**src/rtl/watch_timekeeper.sv**
```systemverilog
`timescale 1ns/1ps
// watch_timekeeper: brings the 1 kHz divided clock and the increment button
// into the CLOCK domain and keeps 24-hour BCD time with a set mode and a
// blink strobe for the field being edited.
module watch_timekeeper #(
  parameter int TICKS_PER_SEC = 1000,
  parameter int BLINK_HALF    = 500
) (
  input  logic       CLOCK,
  input  logic       RESET,
  input  logic       clk_1k,
  input  logic [1:0] set_mode,
  input  logic       inc_btn,
  output logic [1:0] hour_t,
  output logic [3:0] hour_u,
  output logic [2:0] min_t,
  output logic [3:0] min_u,
  output logic [2:0] sec_t,
  output logic [3:0] sec_u,
  output logic       sec_pulse,
  output logic       blink
);

  localparam logic [15:0] TICK_LAST  = 16'(TICKS_PER_SEC - 1);
  localparam logic [15:0] BLINK_LAST = 16'(BLINK_HALF - 1);
  localparam logic [1:0]  MODE_RUN   = 2'd0;
  localparam logic [1:0]  MODE_HOUR  = 2'd1;

  logic        s1, s2, s3;
  logic        b1, b2, b3;
  logic        tick, inc_edge;
  logic [1:0]  mode_map, mode_reg;
  logic        mode_chg;
  logic [15:0] tick_cnt, blink_cnt;
  logic        blink_q;
  logic [3:0]  min_u_nx, hour_u_nx;
  logic [2:0]  min_t_nx;
  logic [1:0]  hour_t_nx;
  logic        min_wrap;

  assign tick     = s2 & ~s3;
  assign inc_edge = b2 & ~b3;
  assign mode_map = (set_mode == 2'd3) ? MODE_RUN : set_mode;
  assign mode_chg = (mode_map != mode_reg);
  assign blink    = blink_q & (mode_reg != MODE_RUN);

  // Synchronisers with history flops for edge detection, plus latched mode
  always_ff @(posedge CLOCK or posedge RESET) begin
    if (RESET) begin
      s1 <= 1'b0; s2 <= 1'b0; s3 <= 1'b0;
      b1 <= 1'b0; b2 <= 1'b0; b3 <= 1'b0;
      mode_reg <= MODE_RUN;
    end else begin
      s1 <= clk_1k; s2 <= s1; s3 <= s2;
      b1 <= inc_btn; b2 <= b1; b3 <= b2;
      mode_reg <= mode_map;
    end
  end

  // Next-value of the minute and hour fields, shared by carry and set paths
  always_comb begin
    min_wrap  = (min_t == 3'd5) && (min_u == 4'd9);
    min_u_nx  = (min_u == 4'd9) ? 4'd0 : min_u + 4'd1;
    min_t_nx  = min_t;
    if (min_u == 4'd9) min_t_nx = (min_t == 3'd5) ? 3'd0 : min_t + 3'd1;
    hour_u_nx = hour_u + 4'd1;
    hour_t_nx = hour_t;
    if (hour_t == 2'd2 && hour_u == 4'd3) begin
      hour_u_nx = 4'd0;
      hour_t_nx = 2'd0;
    end else if (hour_u == 4'd9) begin
      hour_u_nx = 4'd0;
      hour_t_nx = hour_t + 2'd1;
    end
  end

  // Timekeeping: a mode change wins the cycle, then run ticks or set presses
  always_ff @(posedge CLOCK or posedge RESET) begin
    if (RESET) begin
      hour_t <= 2'd0; hour_u <= 4'd0;
      min_t <= 3'd0; min_u <= 4'd0;
      sec_t <= 3'd0; sec_u <= 4'd0;
      tick_cnt <= 16'd0;
      sec_pulse <= 1'b0;
    end else begin
      sec_pulse <= 1'b0;
      if (mode_chg) begin
        // only entering edit from run restarts the second
        if (mode_reg == MODE_RUN) begin
          sec_t <= 3'd0; sec_u <= 4'd0;
          tick_cnt <= 16'd0;
        end
      end else if (mode_reg == MODE_RUN) begin
        if (tick) begin
          if (tick_cnt == TICK_LAST) begin
            tick_cnt  <= 16'd0;
            sec_pulse <= 1'b1;
            if (sec_u != 4'd9) begin
              sec_u <= sec_u + 4'd1;
            end else begin
              sec_u <= 4'd0;
              if (sec_t != 3'd5) begin
                sec_t <= sec_t + 3'd1;
              end else begin
                sec_t <= 3'd0;
                min_u <= min_u_nx; min_t <= min_t_nx;
                if (min_wrap) begin
                  hour_u <= hour_u_nx; hour_t <= hour_t_nx;
                end
              end
            end
          end else begin
            tick_cnt <= tick_cnt + 16'd1;
          end
        end
      end else if (inc_edge) begin
        if (mode_reg == MODE_HOUR) begin
          hour_u <= hour_u_nx; hour_t <= hour_t_nx;
        end else begin
          min_u <= min_u_nx; min_t <= min_t_nx;
        end
      end
    end
  end

  // Blink half-period counter runs on every tick regardless of mode
  always_ff @(posedge CLOCK or posedge RESET) begin
    if (RESET) begin
      blink_cnt <= 16'd0;
      blink_q   <= 1'b0;
    end else if (tick) begin
      if (blink_cnt == BLINK_LAST) begin
        blink_cnt <= 16'd0;
        blink_q   <= ~blink_q;
      end else begin
        blink_cnt <= blink_cnt + 16'd1;
      end
    end
  end

endmodule
```
**config.mk**
```make
export PLATFORM = sky130hd
export DESIGN_NAME = watch_timekeeper
export DESIGN_NICKNAME = d
export VERILOG_FILES = /design/src/rtl/watch_timekeeper.sv
export SDC_FILE = /design/constraint.sdc
export NUM_CORES = 1
export LEC_CHECK = 0
export ABC_CLOCK_PERIOD_IN_PS = 3400
export CORE_MARGIN = 5
export CORE_UTILIZATION = 30
export DETAILED_ROUTE_END_ITERATION = 6
export GPL_TIMING_DRIVEN = 0
export PLACE_DENSITY = 0.57
export SLEW_MARGIN = 10
export SYNTH_ARGS = -nofsm -noshare
export SYNTH_HDL_FRONTEND = slang
export SYNTH_SLANG_ARGS = --single-unit
```
**constraint.sdc**
```tcl
create_clock -name CLOCK -period 3.4 [get_ports CLOCK]
set_input_delay 0.68 -clock CLOCK [delete_from_list [all_inputs] [get_ports CLOCK]]
set_output_delay 0.68 -clock CLOCK [all_outputs]
set_load 0.1 [all_outputs]
```
==> results.ini <==
[floorplan]
die-area_mm2=0.0126
pin_count=28
rows=37
die_h_um=112
design.core.area_mm2=0.0103
die_x_um=112
start_util_pct=30.5

[pwr]
ir_drop_mv=0.448
swShare_pct=33.2
p_leak_nw=1.69
p_switching_w=0.000700
power_frac_seq_pct=42.1
p_clk_share_pct=36.0
p_per_area_mw_per_mm2=554
fin_total_pwr_w=0.00211
internal_power_w=0.00141
combPwrFrac_pct=21.8

[sta]
finalCriticalPeriod_ns=3.09
fmax_mhz=324
slew_viol_final=0
finalHoldViolCount=0
relSlewSlack_pct=33.9
rsz0062_at_grt=no
fin_hold_ws_ns=0.348
tns_ns=0
timing.final.crit_share_pct=90.9
skew_ns=0.00988
setup_viol=0
tightest_slew_ns=0.989

[place]
globalplace.congestion=0.771
hpwlAfterDp_um=4330
dpl_cell_area_mm2=0.00358
portBuffers=27

[setup_path]
critical_path_class=reg -> out
cp-start-kind=flip-flop
crit_path_end_kind=primary output
worstPathArrival_ns=2.41
reg2reg_from=tick_cnt[0]$_DFFE_PP0P_
regToRegSetupSlack_ns=1.16
required_ns=2.72
ff2ff_path_depth=8
rr_endpoint=hour_u[2]$_DFFE_PP0P_
worstPathMaxFanout=7

[clock_network]
cts_buffers=9
path_clk_slew_ns=0.07
cts-resized-gates=0
htree_levels=3
holdBufCountCts=0
clk_latency_ns=0.34
root_buffer=clkbuf_8
cts_tree=yes
clock_sinks=62
max-clock-path-buffers=2
post-cts-setup-buffers=0

[routing]
via_count=2321
postRouteAntennaNets=0
wl_met1_um=3120
wl_met3_um=333
dr.pass1.iters=4
drc=0
drt_wl_total_um=6440
via_per_inst=4.91
highest_layer=met4
drt_iter0_drc=111
wl_met2_um=2860
wl_per_cell_um=13.6

[synthesis]
synth_compound_area_share_pct=10.2
avgSynthCellArea_um2=10.7
yosysSeqAreaShare_pct=49.5
ys_dominant_reg_cell=dfrtp_1
yosysWarningCount=0
ys_ff_latch=62
synth_cell_types=55
yosys.area_share.simple_pct=25.1
synth_adder_area_share_pct=2.39
synthArstFlopShare_pct=100
synth_nets=306
synth.mux.area_fraction_pct=2.51
synthXorXnorAreaFrac_pct=8.10
synth_edf_count=0
synth_top_family_by_area=simple AND/OR/NAND/NOR gates
syn_inst=294
syn_area_mm2=0.00314

[cells_and_area]
final_cell_mix=dfrtp_1, nor2_1, clkdlybuf4s50_1
final_common_cell=dfrtp_1
nets=344
syn_to_final_growth_pct=21.6
fin_util_pct=37.1
postLayoutCellArea_mm2=0.00381
reg_top3=blink_cnt x16, tick_cnt x16
register_area_mm2=0.00155
drive_above_1_share_pct=11.6
num-fill-cells=1030
antennaDiodeCount=0
multi_input_area_mm2=0.00152

[grt]
antenna_found_initial=0
grt_pass1_vias=2424
gr-usage-all-layers_pct=10.9
grt_max_degree=63
grt_overflow=0
grt_pass1_wl_um=11500

[hold_path]
whs_endpoint=b2$_DFF_PP0_
hold_start=b1$_DFF_PP0_
hold_depth=0
hp-class=reg -> reg

[flow_run]
drv_cap=0

[status]
status=finished, final reports clean

-- power by group through the flow --
stage               Sequential, W  Combinational [W]  Clock (W)
floorplan                 0.00108           0.000167          0
finish                   0.000889           0.000461   0.000761
global placement         0.000899           0.000462          0
detailed placement       0.000900           0.000466          0
global route             0.000902           0.000498   0.000814
CTS                      0.000888           0.000468   0.000779
-- Yosys cell counts, types with 2 or more instances --
cell type / number / share of area, %
a21o_1: 3 / 0.72
a21oi_1: 6 / 0.96
a22o_1: 4 / 1.1
a31o_2: 3 / 0.84
a31oi_1: 2 / 0.40
a41oi_1: 2 / 0.56
and2_1: 3 / 0.60
and3_1: 9 / 1.8
and4_1: 2 / 0.56
and4bb_1: 2 / 0.80
buf_4: 2 / 0.48
buf_6: 2 / 0.72
dfrtp_1: 62 / 49
ha_1: 6 / 2.4
inv_1: 6 / 0.72
mux2_1: 3 / 1.1
mux2_2: 4 / 1.4
nand2_1: 24 / 2.9
nand2b_1: 5 / 1.0
nand3_1: 16 / 2.6
nand3b_1: 3 / 0.72
nand4_1: 7 / 1.4
nand4b_1: 2 / 0.56
nor2_1: 27 / 3.2
nor2b_1: 9 / 1.8
nor3_1: 6 / 0.96
nor3_4: 2 / 1.0
nor3b_1: 2 / 0.48
nor4_1: 2 / 0.40
nor4b_1: 4 / 1.1
o21ai_0: 7 / 1.1
o31ai_1: 5 / 1.2
or3_1: 3 / 0.60
xnor2_1: 14 / 3.9
xor2_1: 15 / 4.2
-- through the flow --
step	cells	setup slack (ns)
after CTS	473	0.248
after global placement	457	-0.0201
after floorplan	294	0.756
after detailed placement	457	0.640
after global routing	473	0.186
final	473	0.309
-- routing by layer --
metal / vias to the layer above / track usage [%]
met3: 11 / 3.50
met5: - / 0
met2: 52 / 16.4
met1: 1130 / 14.4
li1: 1128 / -
met4: 0 / 4.57
-- worst max-delay path by stage --
stage / from / end
3_5_place_dp: mode_reg[1]$_DFF_PP0_ / blink
6_report: mode_reg[1]$_DFF_PP0_ / blink
4_1_cts: mode_reg[1]$_DFF_PP0_ / blink
3_3_place_gp: RESET / tick_cnt[3]$_DFFE_PP0P_
5_1_grt: mode_reg[1]$_DFF_PP0_ / blink
2_1_floorplan: mode_reg[1]$_DFF_PP0_ / blink
-- cell type report --
cell class                 count  share of cell area, %
buffer                         6                   1.21
clock buffer                  13                   4.43
clock inverter                 3                   1.71
inverter                       6                  0.656
multi-input combinational    220                   39.7
sequential                    62                   40.7
tap                          136                   4.46
timing repair buffer          27                   7.09
-- cell families after synthesis --
kind of cell,count (synthesis)
AOI/OAI and AO/OA,42
and+or+nand+nor,136
muxes,7
buffers and inverters,12
DFF,62
adders and majority gates,6
xor gates and xnor gates,29
-- critical path: stages, from the launching register on --
cell and delay, ns:
dfrtp_1 0.51, nor2_1 0.20, nor2b_1 0.20, clkdlybuf4s50_1 1.16
No activity file was read; power rests on OpenSTA's default activity.
